--- src/rtl/regfile_writeback_pkg.sv ---
// Shared pipeline definitions for register-file writeback: widths, result bundle, source select.
package regfile_writeback_pkg;

    localparam int unsigned REG_ADDR_W = 5;
    localparam int unsigned NUM_REGS   = 32;
    localparam int unsigned XLEN_DEF   = 32;

    typedef logic [REG_ADDR_W-1:0] reg_addr_t;

    typedef struct packed {
        reg_addr_t           rd;
        logic [XLEN_DEF-1:0] data;
    } wb_result_t;

    typedef enum logic [1:0] {
        SRC_NONE = 2'd0,
        SRC_ALU  = 2'd1,
        SRC_FIFO = 2'd2
    } wb_src_e;

    // One-hot register mask; x0 never produces a bit.
    function automatic logic [NUM_REGS-1:0] reg_mask(input reg_addr_t a);
        logic [NUM_REGS-1:0] m;
        m = '0;
        if (a != '0) begin
            m[a] = 1'b1;
        end
        return m;
    endfunction

endpackage

--- src/rtl/regfile_writeback_result_fifo.sv ---
// Synchronous FIFO with occupancy count; push at full is accepted when a pop occurs in the same cycle.
module result_fifo
    import regfile_writeback_pkg::*;
#(
    parameter int unsigned DEPTH = 4,
    parameter type         T     = wb_result_t
) (
    input  logic                     clk,
    input  logic                     rst_n,
    input  logic                     i_push,
    input  T                         i_push_data,
    input  logic                     i_pop,
    output T                         o_head,
    output logic                     o_full,
    output logic                     o_empty,
    output logic [$clog2(DEPTH):0]   o_count
);

    localparam int unsigned AW = $clog2(DEPTH);
    localparam int unsigned CW = AW + 1;

    T               r_mem [DEPTH];
    logic [AW-1:0]  r_wr_ptr;
    logic [AW-1:0]  r_rd_ptr;
    logic [CW-1:0]  r_count;

    logic           w_full;
    logic           w_empty;
    logic           w_do_push;
    logic           w_do_pop;

    always_comb begin
        w_full    = (r_count == CW'(DEPTH));
        w_empty   = (r_count == '0);
        w_do_pop  = i_pop & ~w_empty;
        w_do_push = i_push & (~w_full | w_do_pop);
    end

    // Pointers wrap naturally because DEPTH is a power of two.
    always_ff @(posedge clk or negedge rst_n) begin
        if (!rst_n) begin
            r_wr_ptr <= '0;
            r_rd_ptr <= '0;
            r_count  <= '0;
        end else begin
            if (w_do_push) begin
                r_wr_ptr <= r_wr_ptr + AW'(1);
            end
            if (w_do_pop) begin
                r_rd_ptr <= r_rd_ptr + AW'(1);
            end
            case ({w_do_push, w_do_pop})
                2'b10:   r_count <= r_count + CW'(1);
                2'b01:   r_count <= r_count - CW'(1);
                default: r_count <= r_count;
            endcase
        end
    end

    always_ff @(posedge clk) begin
        if (w_do_push) begin
            r_mem[r_wr_ptr] <= i_push_data;
        end
    end

    assign o_head  = r_mem[r_rd_ptr];
    assign o_full  = w_full;
    assign o_empty = w_empty;
    assign o_count = r_count;

endmodule

--- src/rtl/regfile_writeback.sv ---
// Register-file write port driver: merges ALU and long-latency results, tracks busy destinations.
module regfile_writeback
    import regfile_writeback_pkg::*;
#(
    parameter int unsigned DEPTH = 4,
    parameter int unsigned XLEN  = 32
) (
    input  logic                    clk,
    input  logic                    rst_n,
    input  logic                    alu_valid,
    input  logic [REG_ADDR_W-1:0]   alu_rd,
    input  logic [XLEN-1:0]         alu_data,
    input  logic                    ll_valid,
    output logic                    ll_ready,
    input  logic [REG_ADDR_W-1:0]   ll_rd,
    input  logic [XLEN-1:0]         ll_data,
    input  logic                    iss_valid,
    input  logic [REG_ADDR_W-1:0]   iss_rd,
    output logic [REG_ADDR_W-1:0]   rd,
    output logic [XLEN-1:0]         writedata,
    output logic                    regwrite,
    output logic [NUM_REGS-1:0]     busy,
    output logic [$clog2(DEPTH):0]  fifo_count
);

    typedef struct packed {
        logic [REG_ADDR_W-1:0] rd;
        logic [XLEN-1:0]       data;
    } ll_entry_t;

    ll_entry_t               w_push_data;
    ll_entry_t               w_head;
    logic                    w_full;
    logic                    w_empty;
    logic                    w_push;
    logic                    w_pop;

    wb_src_e                 w_src;
    logic [REG_ADDR_W-1:0]   w_sel_rd;
    logic [XLEN-1:0]         w_sel_data;
    logic [NUM_REGS-1:0]     w_set_mask;
    logic [NUM_REGS-1:0]     w_clr_mask;

    logic [REG_ADDR_W-1:0]   r_rd;
    logic [XLEN-1:0]         r_writedata;
    logic                    r_regwrite;
    logic [NUM_REGS-1:0]     r_busy;

    // Pop depends only on alu_valid and FIFO state, so ready (which allows
    // a push into a full FIFO that is popping) has no path from ll_valid.
    always_comb begin
        w_pop       = ~alu_valid & ~w_empty;
        ll_ready    = ~w_full | w_pop;
        w_push      = ll_valid & ll_ready;
        w_push_data = '{rd: ll_rd, data: ll_data};
    end

    result_fifo #(
        .DEPTH (DEPTH),
        .T     (ll_entry_t)
    ) u_result_fifo (
        .clk         (clk),
        .rst_n       (rst_n),
        .i_push      (w_push),
        .i_push_data (w_push_data),
        .i_pop       (w_pop),
        .o_head      (w_head),
        .o_full      (w_full),
        .o_empty     (w_empty),
        .o_count     (fifo_count)
    );

    always_comb begin
        w_src      = SRC_NONE;
        w_sel_rd   = r_rd;
        w_sel_data = r_writedata;
        if (alu_valid) begin
            w_src      = SRC_ALU;
            w_sel_rd   = alu_rd;
            w_sel_data = alu_data;
        end else if (w_pop) begin
            w_src      = SRC_FIFO;
            w_sel_rd   = w_head.rd;
            w_sel_data = w_head.data;
        end
    end

    always_comb begin
        w_set_mask = '0;
        w_clr_mask = '0;
        if (iss_valid) begin
            w_set_mask = reg_mask(iss_rd);
        end
        if (w_src == SRC_FIFO) begin
            w_clr_mask = reg_mask(w_head.rd);
        end
    end

    always_ff @(posedge clk or negedge rst_n) begin
        if (!rst_n) begin
            r_rd        <= '0;
            r_writedata <= '0;
            r_regwrite  <= 1'b0;
        end else begin
            r_rd        <= w_sel_rd;
            r_writedata <= w_sel_data;
            r_regwrite  <= (w_src != SRC_NONE) && (w_sel_rd != '0);
        end
    end

    // Set is applied after clear so a same-cycle reissue keeps the bit.
    always_ff @(posedge clk or negedge rst_n) begin
        if (!rst_n) begin
            r_busy <= '0;
        end else begin
            r_busy <= (r_busy & ~w_clr_mask) | w_set_mask;
        end
    end

    assign rd        = r_rd;
    assign writedata = r_writedata;
    assign regwrite  = r_regwrite;
    assign busy      = r_busy;

endmodule

--- config.mk ---
export PLATFORM = sky130hd
export DESIGN_NAME = regfile_writeback
export DESIGN_NICKNAME = d
export VERILOG_FILES = /design/src/rtl/regfile_writeback_pkg.sv /design/src/rtl/regfile_writeback_result_fifo.sv /design/src/rtl/regfile_writeback.sv
export SDC_FILE = /design/constraint.sdc
export NUM_CORES = 1
export LEC_CHECK = 0
export CORE_MARGIN = 3
export CORE_UTILIZATION = 50
export CTS_BUF_LIST = sky130_fd_sc_hd__clkbuf_2
export DETAILED_ROUTE_END_ITERATION = 16
export PLACE_DENSITY = 0.82
export SYNTH_ARGS = -nofsm -noshare
export SYNTH_HDL_FRONTEND = slang
export SYNTH_SLANG_ARGS = --single-unit
--- constraint.sdc ---
create_clock -name clk -period 4.81 [get_ports clk]
set_input_delay 0.481 -clock clk [delete_from_list [all_inputs] [get_ports clk]]
set_output_delay 0.481 -clock clk [all_outputs]
set_load 0.03 [all_outputs]
# --- Word level (Yosys, flattened, before mapping) ---
# Memory sizes are Yosys's and may differ from the RTL's.
# Index checks and enable logic that the tools add are counted.
word_totals:
  mem_bits_rw: 148
  elab_cells: 59
  regBits: 77
  mem_count: 1
  output_inout_bits: 74
  inputBits: 84
classes:
  addsub: 4
  magnitude_cmp: 4
  eq_ne: 4
  n_bitwise: 12
  reduce_logical: 10
  mux: 17
memory_table:
  columns: ["name", "words", "word_bits", "rd", "rd_clocked_by_memory_dff", "write_ports", "line_no", "rtl"]
  rows:
  - ["u_result_fifo.r_mem", 4, 37, 1, 0, 1, "regfile_writeback_result_fifo.sv:22", "T r_mem [DEPTH];"]
op_table:
  columns: ["op", "count"]
  rows:
  - ["$mux W32", 6]
  - ["$and A32 B32 Y32", 1]
  - ["$not A32 Y32", 1]
  - ["$or A32 B32 Y32", 1]
  - ["$reduce_bool A5 Y1", 3]
  - ["$lt A5 B6 Y1 const B", 2]
  - ["$demux W1 S5", 2]
  - ["$ge A5 B1 Y1 const B", 2]
  - ["$mux W5", 2]
  - ["$pmux W3 S2", 1]
  - ["$reduce_bool A2 Y1", 3]
  - ["$add A2 B1 Y2 const B", 2]
  - ["$and A1 B1 Y1", 4]
  - ["$eq A2 B2 Y1 const B", 2]
  - ["$mux W1", 4]
  - ["$mux W2", 2]
  - ["$add A3 B1 Y3 const B", 1]
  - ["$eq A3 B3 Y1 const B", 1]
  - ["$logic_and A1 B1 Y1", 3]
  - ["$logic_not A3 Y1", 1]
  - ["$not A1 Y1", 3]
  - ["$sub A3 B1 Y3 const B", 1]
  - ["$eq A2 B1 Y1 const B", 1]
  - ["$or A1 B1 Y1", 2]

# --- Longest topological paths before layout ---
# Gate-level depths: netlist of the first run.
logic_depth:
  ltp_word: 10
  mapped_depth: 10
  ltp_nobuf: 10

# --- Modules after synthesis ---
# A second synthesis of the first run with hierarchy kept.
hier_totals:
  cells_unflattened: 526
  hier_area_um2: 8827.2
by_module_without_submodules:
  columns: ["module", "seq_area_each_um2", "area_per_inst_um2", "cells_per_inst", "n_inst"]
  rows:
  - ["result_fifo", 4619.4, 5759.3, 231, 1]
  - ["regfile_writeback", 1751.7, 3067.9, 295, 1]

# --- Worst setup path after synthesis of the first run ---
# No wires, ideal clock.
synth_path:
  kind: "input to register"
  start: "input port alu_valid"
  end: "register u_result_fifo.r_count[2] (netlist: u_result_fifo.o_count[2])"
  setup_slack_ns: 2.165
  n_path_buf: 1
  path_stages: 10
  t_arrival_ns: 2.564
  t_required_ns: 4.729
  setup_time_ns: 0.081
  cell_sequence: "clkbuf_1 > nand4_1 > and2_1 > inv_1 > ha_1 > inv_1 > fa_1 > xor2_1 > nor2_1 > xor2_1"
synth_between:
  elab_chain_cells: 7
  elab_cells_between_ends: 11
  cone_classes: "eq/ne: 2; mux: 1; bitwise: 7; reduce/logical: 1"
synth_rtl:
  columns: ["item", "line_no", "rtl"]
  rows:
  - ["start: declaration", "regfile_writeback.sv:10", "input logic alu_valid,"]
  - ["$not A1 Y1 (*)", "regfile_writeback.sv:52", "w_pop = ~alu_valid & ~w_empty;"]
  - ["$and A1 B1 Y1 (*)", "regfile_writeback.sv:52", null]
  - ["$or A1 B1 Y1 (*)", "regfile_writeback.sv:53", "ll_ready = ~w_full | w_pop;"]
  - ["via ll_ready", "regfile_writeback.sv:14", "output logic ll_ready,"]
  - ["$and A1 B1 Y1 (*)", "regfile_writeback.sv:54", "w_push = ll_valid & ll_ready;"]
  - ["$and A1 B1 Y1 (*)", "regfile_writeback_result_fifo.sv:36", "w_do_push = i_push & (~w_full | w_do_pop);"]
  - ["$eq A2 B1 Y1 or $eq A2 B2 Y1 (tied branches)", "regfile_writeback_result_fifo.sv:52", "case ({w_do_push, w_do_pop})"]
  - ["$pmux W3 S2 or $reduce_bool A2 Y1 (tied branches)", null, null]
  - ["end signal: assignment", "regfile_writeback_result_fifo.sv:53", "2'b10: r_count <= r_count + CW'(1);"]
  - ["end signal: assignment", "regfile_writeback_result_fifo.sv:54", "2'b01: r_count <= r_count - CW'(1);"]
  - ["end signal: assignment", "regfile_writeback_result_fifo.sv:55", "default: r_count <= r_count;"]
  - ["end: declaration", "regfile_writeback_result_fifo.sv:25", "logic [CW-1:0] r_count;"]
# Mark *: on every way through the listed nets, which the timed path passes. The rest lies on a longest branch.
# A chain may end at the register's enable or synchronous reset.

# --- Worst setup path in the final report of the first run ---
layout_path:
  start: "register u_result_fifo.r_rd_ptr[0]"
  end: "register r_busy[5] (netlist: busy[5])"
layout_between:
  elab_chain_cells: 10
  elab_cells_between_ends: 12
  cone_classes: "order compare: 2; mux: 4; bitwise: 3; reduce/logical: 2; memory: 1"
layout_rtl:
  columns: ["item", "line_no", "rtl"]
  rows:
  - ["start: declaration", "regfile_writeback_result_fifo.sv:24", "logic [AW-1:0] r_rd_ptr;"]
  - ["start signal: assignment", "regfile_writeback_result_fifo.sv:50", "r_rd_ptr <= r_rd_ptr + AW'(1);"]
  - ["$mem_v2 Z4 W37 (*)", null, null]
  - ["$lt A5 B6 Y1 (not written as such) or $ge A5 B1 Y1 (tied branches)", "regfile_writeback_pkg.sv:26", "m[a] = 1'b1;"]
  - ["$logic_and A1 B1 Y1 (not written as such)", "regfile_writeback_pkg.sv:26", null]
  - ["$mux W1 (not written as such)", "regfile_writeback_pkg.sv:26", null]
  - ["$demux W1 S5", "regfile_writeback_pkg.sv:26", null]
  - ["$mux W32 (*)", "regfile_writeback_pkg.sv:25", "if (a != '0) begin"]
  - ["$mux W32 (*)", "regfile_writeback.sv:94", "if (w_src == SRC_FIFO) begin"]
  - ["$not A32 Y32 (*)", "regfile_writeback.sv:116", "r_busy <= (r_busy & ~w_clr_mask) | w_set_mask;"]
  - ["$and A32 B32 Y32 (*)", "regfile_writeback.sv:116", null]
  - ["$or A32 B32 Y32 (*)", "regfile_writeback.sv:116", null]
  - ["end signal: assignment", "regfile_writeback.sv:116", null]
  - ["end: declaration", "regfile_writeback.sv:47", "logic [NUM_REGS-1:0] r_busy;"]
# Every way passes the cells marked *; elsewhere a longest branch is shown, timed or not.

==> flow_metrics.py, run 1 <==
metrics = {
    "sta": {
        "timing.clock.skew_ns": 0.0987,
        "period_share_pct": 62.3,
        "actual_slew_at_the_worst_max_slew_pin_ns": 1.02,
        "endpoints_failing_hold": 0,
        "fin_crit_ns": 3.00,
        "worst_hold_slack_ns": 0.297,
        "timing.final.setup_violations": 0,
        "worst_slack_setup_final_ns": 1.81,
        "relSlewSlack_pct": 32.3,
        "slew_violations": 0,
        "clock.fmax_mhz": 334,
        "rsz0062_at_grt": "false",
        "fin_setup_tns_ns": 0,
    },
    "clock_network": {
        "clock_latency_ns": 0.81,
        "ctsLongestPathBuffers": 3,
        "clock_root_buffer": "sky130_fd_sc_hd__clkbuf_2",
        "cts_tree": "built",
        "tritoncts_num_sinks": 225,
        "clk_transition_reported_paths_ns": 0.11,
        "clock_tree.htree_level_count": 2,
        "tritoncts.num_buffers": 55,
    },
    "critical_path": {
        "worst_r2r_endpoint": "busy[5]$_DFF_PN0_",
        "worst_setup_path_end_kind": "flop",
        "critical_path.startpoint_type": "flop",
        "timing.critical_path.to": "busy[5]$_DFF_PN0_",
        "reg2reg_depth": 5,
        "worst_setup_path_startpoint": "u_result_fifo.r_rd_ptr[0]$_DFFE_PN0P_",
        "crit_path_max_fanout": 22,
        "timing.rr.start": "u_result_fifo.r_rd_ptr[0]$_DFFE_PN0P_",
        "worstPathRequired_ns": 5.48,
        "critPathKind": "reg -> reg",
        "reg2reg_setup_slack_ns": 1.81,
        "cp_data_arrival_time_ns": 3.66,
    },
    "cells_and_area": {
        "final_design_area_no_fill_mm2": 0.0111,
        "layout.core_utilization_pct": 65.5,
        "num_antenna_cells": 0,
        "areaGrowthSynthToFinish_pct": 26.4,
        "most-common-layout-cells": "sky130_fd_sc_hd__clkdlybuf4s50_1, sky130_fd_sc_hd__edfxtp_1, sky130_fd_sc_hd__o21ai_0",
        "num-nets-final": 801,
        "final_layout_size_suffix_gt1_share_pct": 18.5,
        "fillCellCount": 1141,
        "layout_commonest_cell": "sky130_fd_sc_hd__clkdlybuf4s50_1",
    },
    "grt": {
        "global_route.usage.total_pct": 20.1,
        "grt_pass1_vias": 5839,
        "wire_length_of_the_first_global_routing_pass_um": 30500,
        "antenna_found_initial": 0,
        "maximum_number_of_pins_on_one_net_before_global_route_repair": 78,
        "leftover_overflow_at_the_end_of_global_routing": 0,
    },
    "die": {
        "initial_core_utilization_pct": 51.9,
        "fp.dieH_um": 138,
        "die_w_um": 138,
        "top_level_ports": 158,
        "die_area_mm2": 0.0191,
        "core-area_mm2": 0.0169,
        "std_cell_rows": 47,
    },
    "synthesis": {
        "synth_top_area_share_pct": 50.8,
        "syn-num-nets": 605,
        "postSynth.asyncResetShare_pct": 34.2,
        "synth-seq-cells": 225,
        "synthesis.instances": 515,
        "synth.distinct_cells": 38,
        "syn_area_per_cell_um2": 17.0,
        "synthFlopType": "sky130_fd_sc_hd__edfxtp_1",
        "synth_area_leader_cell": "sky130_fd_sc_hd__edfxtp_1",
        "synthesis_warning_total": 0,
        "largest_cells_by_area_after_synthesis": "sky130_fd_sc_hd__edfxtp_1, sky130_fd_sc_hd__dfrtp_1, sky130_fd_sc_hd__mux4_2",
        "synth_edf_count": 148,
        "seq_area_frac_synth_pct": 72.8,
        "synth.cell_area_mm2": 0.00875,
    },
    "power_and_ir_drop": {
        "switching_share_pct": 36.9,
        "power.switching_uw": 2510,
        "power_report.internal_total_uw": 4290,
        "power.share.clock_pct": 18.1,
        "leak_uw": 0.00408,
        "ir_worst_vdd_v": 0.000389,
        "power.combinational.fraction_pct": 37.6,
        "pwr_density_cell_mw_per_mm2": 615,
        "share_of_power_burned_in_registers_pct": 44.2,
    },
    "routing": {
        "post-route-drc-count": 0,
        "wl_um": 19000,
        "drt_iter0_markers": 290,
        "route.vias.total": 5325,
        "viasPerCell": 5.46,
        "drt_pass1_iterations": 6,
        "post_drt_wl_per_cell_um": 19.5,
        "drtAntennaViolNets": 0,
    },
    "placement": {
        "place.gp.congestion": 0.819,
        "place_worst_setup_slack_ns": 1.75,
        "postPlaceCellArea_mm2": 0.0105,
        "detailedPlacementHpwl_um": 12500,
        "port_buf_inserts": 157,
    },
    "min_path": {
        "min_delay_path_depth": 1,
        "hold_class": "in -> reg",
    },
    "flow_run": {
        "drv.max_cap_violation_count": 0,
    },
    "run_status": {
        "status": "complete, no violations",
    },
}
## cells by family (layout without fill, tap and decap cells)
kind of cell,after synthesis,in the layout,synth area share [%]
adders and majority gates,6,6,0.943
muxes,70,70,13.3
AOI/OAI and AO/OA,102,102,6.22
and+or+nand+nor,73,73,4.55
xor gates and xnor gates,6,6,0.600
buffers and inverters,33,274,1.63
DFF,225,225,72.8
## worst min-delay path by stage
stage                      startpoint                              endpoint
finish                       ll_rd[1]  u_result_fifo.r_mem[0][33]$_DFFE_PP_
global route              ll_data[30]  u_result_fifo.r_mem[3][30]$_DFFE_PP_
CTS                       alu_data[6]              writedata[6]$_DFFE_PN0P_
detailed placement  busy[0]$_DFF_PN0_                     busy[0]$_DFF_PN0_
global placement    busy[0]$_DFF_PN0_                     busy[0]$_DFF_PN0_
floorplan                       rst_n                     busy[0]$_DFF_PN0_
## state kept, by name, indices dropped and copies added, names as in the netlist
signal,flops
u_result_fifo.r_mem,148
rd,5
u_result_fifo.r_wr_ptr,2
u_result_fifo.o_count,3
regwrite,1
writedata,32
busy,32
u_result_fifo.r_rd_ptr,2
## power by group through the flow
stage / Clock, µW / Sequential (µW) / Combinational [µW]
2_1_floorplan: 0 / 3480 / 1060
3_5_place_dp: 0 / 3060 / 2570
6_report: 1230 / 3010 / 2560
4_1_cts: 1270 / 3020 / 2580
3_3_place_gp: 0 / 3020 / 2510
5_1_grt: 1390 / 3080 / 2730
## timing repair
item / in CTS / in global routing
endpoints found under the hold margin: 77 / 0
hold buffers: 1 / 0
buffers inserted: 0 / 0
gates resized for setup: 0 / 0
## through the flow
step | total power (µW) | instances
floorplan | 4540 | 515
global placement | 5530 | 873
detailed placement | 5630 | 873
CTS | 6880 | 976
global route | 7200 | 976
finish | 6810 | 976
## layout make-up
| cell class | count | area (µm²) | share of cell area (%) |
|---|---|---|---|
| Sequential cell | 225 | 6370 | 57.6 |
| Clock inverter | 18 | 98.8 | 0.893 |
| Multi-Input combinational cell | 257 | 2250 | 20.4 |
| Clock buffer | 84 | 420 | 3.80 |
| Timing Repair Buffer | 161 | 1600 | 14.5 |
| Tap cell | 220 | 275 | 2.49 |
| Inverter | 11 | 41.3 | 0.373 |
## metal layers
| metal | GRT usage (%) | share of wire (%) |
|---|---|---|
| met5 | 0 | 0 |
| met4 | 7.85 | 1.9 |
| met3 | 5.56 | 7.5 |
| met2 | 33.8 | 51 |
| met1 | 25.0 | 39 |
## worst max-delay path: stages (launching register included)
cell,delay (ns)
sky130_fd_sc_hd__dfrtp_2,0.86
sky130_fd_sc_hd__buf_4,0.47
sky130_fd_sc_hd__mux4_2,0.67
sky130_fd_sc_hd__or3b_1,0.45
sky130_fd_sc_hd__o21ai_0,0.22
sky130_fd_sc_hd__o21ai_0,0.16
## synthesized netlist by cell type (4+ instances only)
| library cell | n |
|---|---|
| sky130_fd_sc_hd__buf_2 | 9 |
| sky130_fd_sc_hd__nand3_1 | 4 |
| sky130_fd_sc_hd__inv_1 | 10 |
| sky130_fd_sc_hd__o21ai_0 | 90 |
| sky130_fd_sc_hd__and3_1 | 4 |
| sky130_fd_sc_hd__mux2i_1 | 33 |
| sky130_fd_sc_hd__dfrtp_1 | 77 |
| sky130_fd_sc_hd__mux4_2 | 37 |
| sky130_fd_sc_hd__o21ai_1 | 5 |
| sky130_fd_sc_hd__clkbuf_1 | 9 |
| sky130_fd_sc_hd__nand3b_1 | 8 |
| sky130_fd_sc_hd__edfxtp_1 | 148 |
| sky130_fd_sc_hd__ha_1 | 5 |
| sky130_fd_sc_hd__nand2_1 | 34 |
Power figures use the tool's default switching activity.
==> run 2, diff against run 1 <==
==> constraint.sdc (replaced) <==
create_clock -name clk -period 3.1 [get_ports clk]
set_input_delay 0.31 -clock clk [delete_from_list [all_inputs] [get_ports clk]]
set_output_delay 0.31 -clock clk [all_outputs]
set_load 0.03 [all_outputs]
==> run 2 against run 1 <==
Compared with the run above: setup slack got worse by 1.3 ns; critical endpoint is now ll_ready; non-clock buffer count up 6; routed wire length up 0.36%; critical path depth decreased by 2; sequential power is 51% higher.
==> flow_metrics.py, run 2 (synthesis results as in run 1) <==
metrics = {
    "die": {
        "die_area_mm2": 0.0191,
        "std_cell_rows": 47,
        "top_level_ports": 158,
        "die_w_um": 138,
        "fp.dieH_um": 138,
        "core-area_mm2": 0.0169,
        "initial_core_utilization_pct": 51.9,
    },
    "run_status": {
        "status": "complete, no violations",
    },
    "power_and_ir_drop": {
        "pwr_density_cell_mw_per_mm2": 949,
        "ir_worst_vdd_v": 0.000653,
        "leak_uw": 0.00411,
        "p_total_uw": 10600,
    },
    "routing": {
        "wl_um": 19100,
        "drt_pass1_iterations": 4,
        "post_drt_wl_per_cell_um": 19.5,
        "drtAntennaViolNets": 0,
        "route.vias.total": 5401,
        "viasPerCell": 5.53,
        "drt_iter0_markers": 343,
        "post-route-drc-count": 0,
    },
    "min_path": {
        "min_delay_path_depth": 3,
        "hold_class": "in -> reg",
        "worstHoldStart": "alu_data[26]",
        "min_to": "writedata[26]$_DFFE_PN0P_",
    },
    "grt": {
        "leftover_overflow_at_the_end_of_global_routing": 0,
        "antenna_found_initial": 1,
        "wire_length_of_the_first_global_routing_pass_um": 30500,
        "grt_pass1_vias": 5759,
        "global_route.usage.total_pct": 20.1,
        "maximum_number_of_pins_on_one_net_before_global_route_repair": 78,
    },
    "cells_and_area": {
        "num_antenna_cells": 0,
        "layout.core_utilization_pct": 65.9,
        "largest_reg_flops": 148,
        "areaGrowthSynthToFinish_pct": 27.0,
        "final_layout_size_suffix_gt1_share_pct": 19.2,
        "layout_commonest_cell": "sky130_fd_sc_hd__clkdlybuf4s50_1",
        "num-nets-final": 804,
        "fillCellCount": 1126,
        "final_design_area_no_fill_mm2": 0.0111,
        "most-common-layout-cells": "sky130_fd_sc_hd__clkdlybuf4s50_1, sky130_fd_sc_hd__edfxtp_1, sky130_fd_sc_hd__o21ai_0",
        "regMostFlops": "u_result_fifo.r_mem",
    },
    "sta": {
        "timing.final.setup_violations": 0,
        "timing.clock.skew_ns": 0.0237,
        "slew_violations": 0,
        "actual_slew_at_the_worst_max_slew_pin_ns": 1.03,
        "fin_crit_ns": 2.54,
        "endpoints_failing_hold": 0,
        "worst_slack_setup_final_ns": 0.557,
        "relSlewSlack_pct": 31.2,
        "clock.fmax_mhz": 393,
        "fin_setup_tns_ns": 0,
        "period_share_pct": 82.0,
        "rsz0062_at_grt": "false",
    },
    "critical_path": {
        "worst_r2r_endpoint": "busy[5]$_DFF_PN0_",
        "timing.rr.start": "u_result_fifo.r_rd_ptr[0]$_DFFE_PN0P_",
        "cp_slowest_cell": "sky130_fd_sc_hd__clkdlybuf4s50_1",
        "cp_data_arrival_time_ns": 2.23,
        "critical_path.startpoint_type": "flop",
        "critPathKind": "reg -> out",
        "worst_setup_path_end_kind": "primary output",
        "reg2reg_depth": 4,
        "reg2reg_setup_slack_ns": 0.67,
        "worstPathRequired_ns": 2.79,
        "crit_path_max_fanout": 7,
        "path_cells": "inv_1 -> nand4_1 -> clkdlybuf4s50_1",
        "worst_path_largest_cell_delay_ns": 0.76,
    },
    "clock_network": {
        "clk_transition_reported_paths_ns": 0.11,
        "clock_latency_ns": 0.76,
        "tritoncts_num_sinks": 225,
        "post_cts_hold_buffer_count": 1,
        "cts_tree": "built",
        "clock_tree.htree_level_count": 2,
        "postCtsSetupRepairBufs": 0,
        "cts_repair_resize_count": 0,
        "clock_root_buffer": "sky130_fd_sc_hd__clkbuf_2",
        "ctsLongestPathBuffers": 3,
        "tritoncts.num_buffers": 52,
    },
    "flow_run": {
        "drv.max_cap_violation_count": 0,
    },
    "placement": {
        "postPlaceCellArea_mm2": 0.0106,
        "port_buf_inserts": 157,
        "place.gp.congestion": 0.853,
        "detailedPlacementHpwl_um": 12700,
        "place_worst_setup_slack_ns": 0.568,
    },
}
## run 2: cell type report
type                       instances  area (µm²)  share of cell area, %
sequential                       225        6370                   57.3
multi-input combinational        257        2250                   20.3
timing repair buffer             167        1680                   15.1
tap                              220         275                   2.48
clock buffer                      82         410                   3.69
inverter                          11        41.3                  0.371
clock inverter                    15        83.8                  0.754
## run 2: metal layers
metal  global-route usage, %  part of all wire, %
met1                    24.9                   39
met2                    34.2                   51
met3                    6.35                  8.1
met4                    6.19                  1.7
met5                       0                0.068
## run 2: worst max-delay path by stage
stage | from | end | depth (start not counted)
2_1_floorplan | u_result_fifo.o_count[1]$_DFFE_PN0P_ | u_result_fifo.o_count[2]$_DFFE_PN0P_ | 10
3_3_place_gp | alu_valid | u_result_fifo.o_count[2]$_DFFE_PN0P_ | 9
3_5_place_dp | alu_valid | regwrite$_DFF_PN0_ | 7
4_1_cts | u_result_fifo.o_count[0]$_DFFE_PN0P_ | ll_ready | 3
5_1_grt | u_result_fifo.o_count[0]$_DFFE_PN0P_ | ll_ready | 3
6_report | u_result_fifo.o_count[0]$_DFFE_PN0P_ | ll_ready | 3
## run 2: per-stage QoR
stage          hold WS [ns]  std cells
2_1_floorplan        0.0144        515
3_3_place_gp          0.364        879
3_5_place_dp          0.365        879
4_1_cts              0.0923        977
5_1_grt              0.0837        977
6_report              0.183        977
## run 2: report_power, final
part           total (µW)  internal, µW  switching (µW)
combinational        4140          1780            2360
sequential           4550          4110             439
clock                1870           781            1090
total               10600          6670            3890
## run 2: worst max-delay path, delay by kind of cell, from the launching register on
kind,cells,cell delay (ns)
buf+inv,2,0.87
simple gates,1,0.18
flops,1,0.45
==> patch: new RTL, settings of run 2 <==
The package constant `NUM_REGS` goes from 32 to 64.
--- a/src/rtl/regfile_writeback_pkg.sv
+++ b/src/rtl/regfile_writeback_pkg.sv
@@ -2,7 +2,7 @@
 package regfile_writeback_pkg;
 
     localparam int unsigned REG_ADDR_W = 5;
-    localparam int unsigned NUM_REGS   = 32;
+    localparam int unsigned NUM_REGS   = 64;
     localparam int unsigned XLEN_DEF   = 32;
 
     typedef logic [REG_ADDR_W-1:0] reg_addr_t;
Ports: changed (resized busy); port bits go from 158 to 190. The function was not compared with the original's and may differ.
==> patch against run 2 <==
First-iteration DRC count fell by 7.9%; largest cell class unchanged; power grew 1.5%; utilization fell by 1.2 points; worst setup slack worse by 0.050 ns; wire length up 0.91%; synthesized area grew 2.8%; final area grew 1.7%; sequential cell count is the same; synthesized cell count rose by 6.6%; non-clock buffer count is 3 higher; register-to-register slack got worse by 0.03 ns; die area grew 2.7%; via count is 0.50% higher; largest power group unchanged.
==> patch: results (changes against run 2) <==
| Metric | Value |
|---|---|
| Routability cong. | `0.862 (was 0.853)` |
| Non-clk buf share | `0.152 (was 0.151)` |
| Distinct cells, synth | `41 (was 38)` |
| Inverters | `12 (was 11)` |
| Met1 wire length | `7680 um (was 7460 um)` |
| Sequential Power Share | `0.426 (was 0.431)` |
| Switch share | `0.372 (was 0.368)` |
| Clock-cell share of area | `0.0459 (was 0.0444)` |
| Via density | `5.33 (was 5.53)` |
| CP Data Arrival Time | `2.28 ns (was 2.23 ns)` |
| Worst hold slack | `0.159 ns (was 0.183 ns)` |
| Most instantiated cells after synthesis | `edfxtp_1 (148), o21ai_0 (93), dfrtp_1 (77), mux4_2 (37), nand2_1 (34) (was edfxtp_1 (148), o21ai_0 (90), dfrtp_1 (77), mux4_2 (37), nand2_1 (34))` |
| P&R area growth vs syn | `25.7% (was 27.0%)` |
| Largest cells by area after synthesis | `edfxtp_1 (49%), dfrtp_1 (21%), mux4_2 (9.3%) (was edfxtp_1 (51%), dfrtp_1 (22%), mux4_2 (9.5%))` |
| Vias | `5,428 (was 5,401)` |
| Post-DP HPWL | `12,900 um (was 12,700 um)` |
| Grt met1 use | `0.256 (was 0.249)` |
| Gr usage total | `0.197 (was 0.201)` |
| Fillers | `1,214 (was 1,126)` |
| Drt first pass iters | `5 (was 4)` |
| Met2 Use GR | `0.328 (was 0.342)` |
| Worst r2r path cells | `5 (was 4)` |
| Highest routing layer actually used | `met4 (was met5)` |
| Routed wl met3 | `1750 um (was 1540 um)` |
| Skew final | `0.0233 ns (was 0.0237 ns)` |
| Seq/Total Area, Yosys | `0.708 (was 0.728)` |
| Multi-input logic cell count | `289 (was 257)` |
| Hold path startpoint | `alu_data[20] (was alu_data[26])` |
| Cells after synthesis | `549 (was 515)` |
| Worst vdd ir | `0.653 mV (about the same)` |
| M3 GR Usage | `0.0594 (was 0.0635)` |
| Nets | `840 (was 804)` |
| Reg-to-reg slack, setup | `0.64 ns (was 0.67 ns)` |
| Final wirelength | `19,300 um (was 19,100 um)` |
| Wire length on met2 | `9570 um (was 9750 um)` |
| Layout cell share with drive strength beyond 1 | `0.185 (was 0.192)` |
| PwrDens | `947 nW/um^2 (was 949 nW/um^2)` |
| Reg2reg end | `busy[2]$_DFF_PN0_ (was busy[5]$_DFF_PN0_)` |
| First-pass GRT wire length | `30,700 um (was 30,500 um)` |
| # Taps | `225 (was 220)` |
| Number of signal-net buffers in the layout | `170 (was 167)` |
| Placed Instance Area | `10,800 um^2 (was 10,600 um^2)` |
| Lkg Pwr | `4.24 nW (was 4.11 nW)` |
| Vias in the first global route | `5,677 (was 5,759)` |
| Initial antenna violation count | `0 (was 1)` |
| Status | `finished clean (unchanged)` |
| Pre-CTS WS | `0.442 ns (was 0.568 ns)` |
| Clock share of power | `0.183 (was 0.177)` |
| Max reg flops | `148 (unchanged)` |
| Clkbuf count | `74 (was 82)` |
| Placed cell count | `920 (was 879)` |
## patch: cell count changes in the layout (fill, tap and decap cells not counted), sizes merged, moves of 2 or more
cell and delta:
buf +3, clkinv +7, conb +32, clkbuf -8
a221oi +2
## patch: logic make-up (layout without fill, tap and decap cells)
logic type      after synthesis  after routing  share of synthesized area
compound gates              103            103                     0.0612
fa+ha+maj                     6              6                    0.00917
mux                          70             70                      0.129
xor+xnor                      6              6                    0.00584
buf+inv                      66            279                     0.0428
simple gates                 72             72                     0.0435
other cells                   1             32                   0.000417
flops                       225            225                      0.708
## patch: worst max-delay path by stage
stage	end	slack, ns	cells past startpoint
after floorplan	u_result_fifo.o_count[2]$_DFFE_PN0P_	0.59	10
after global placement	u_result_fifo.o_count[2]$_DFFE_PN0P_	0.53	10
after detailed placement	u_result_fifo.o_count[2]$_DFFE_PN0P_	0.44	10
after CTS	ll_ready	0.46	3
after global routing	ll_ready	0.36	3
final	ll_ready	0.51	3
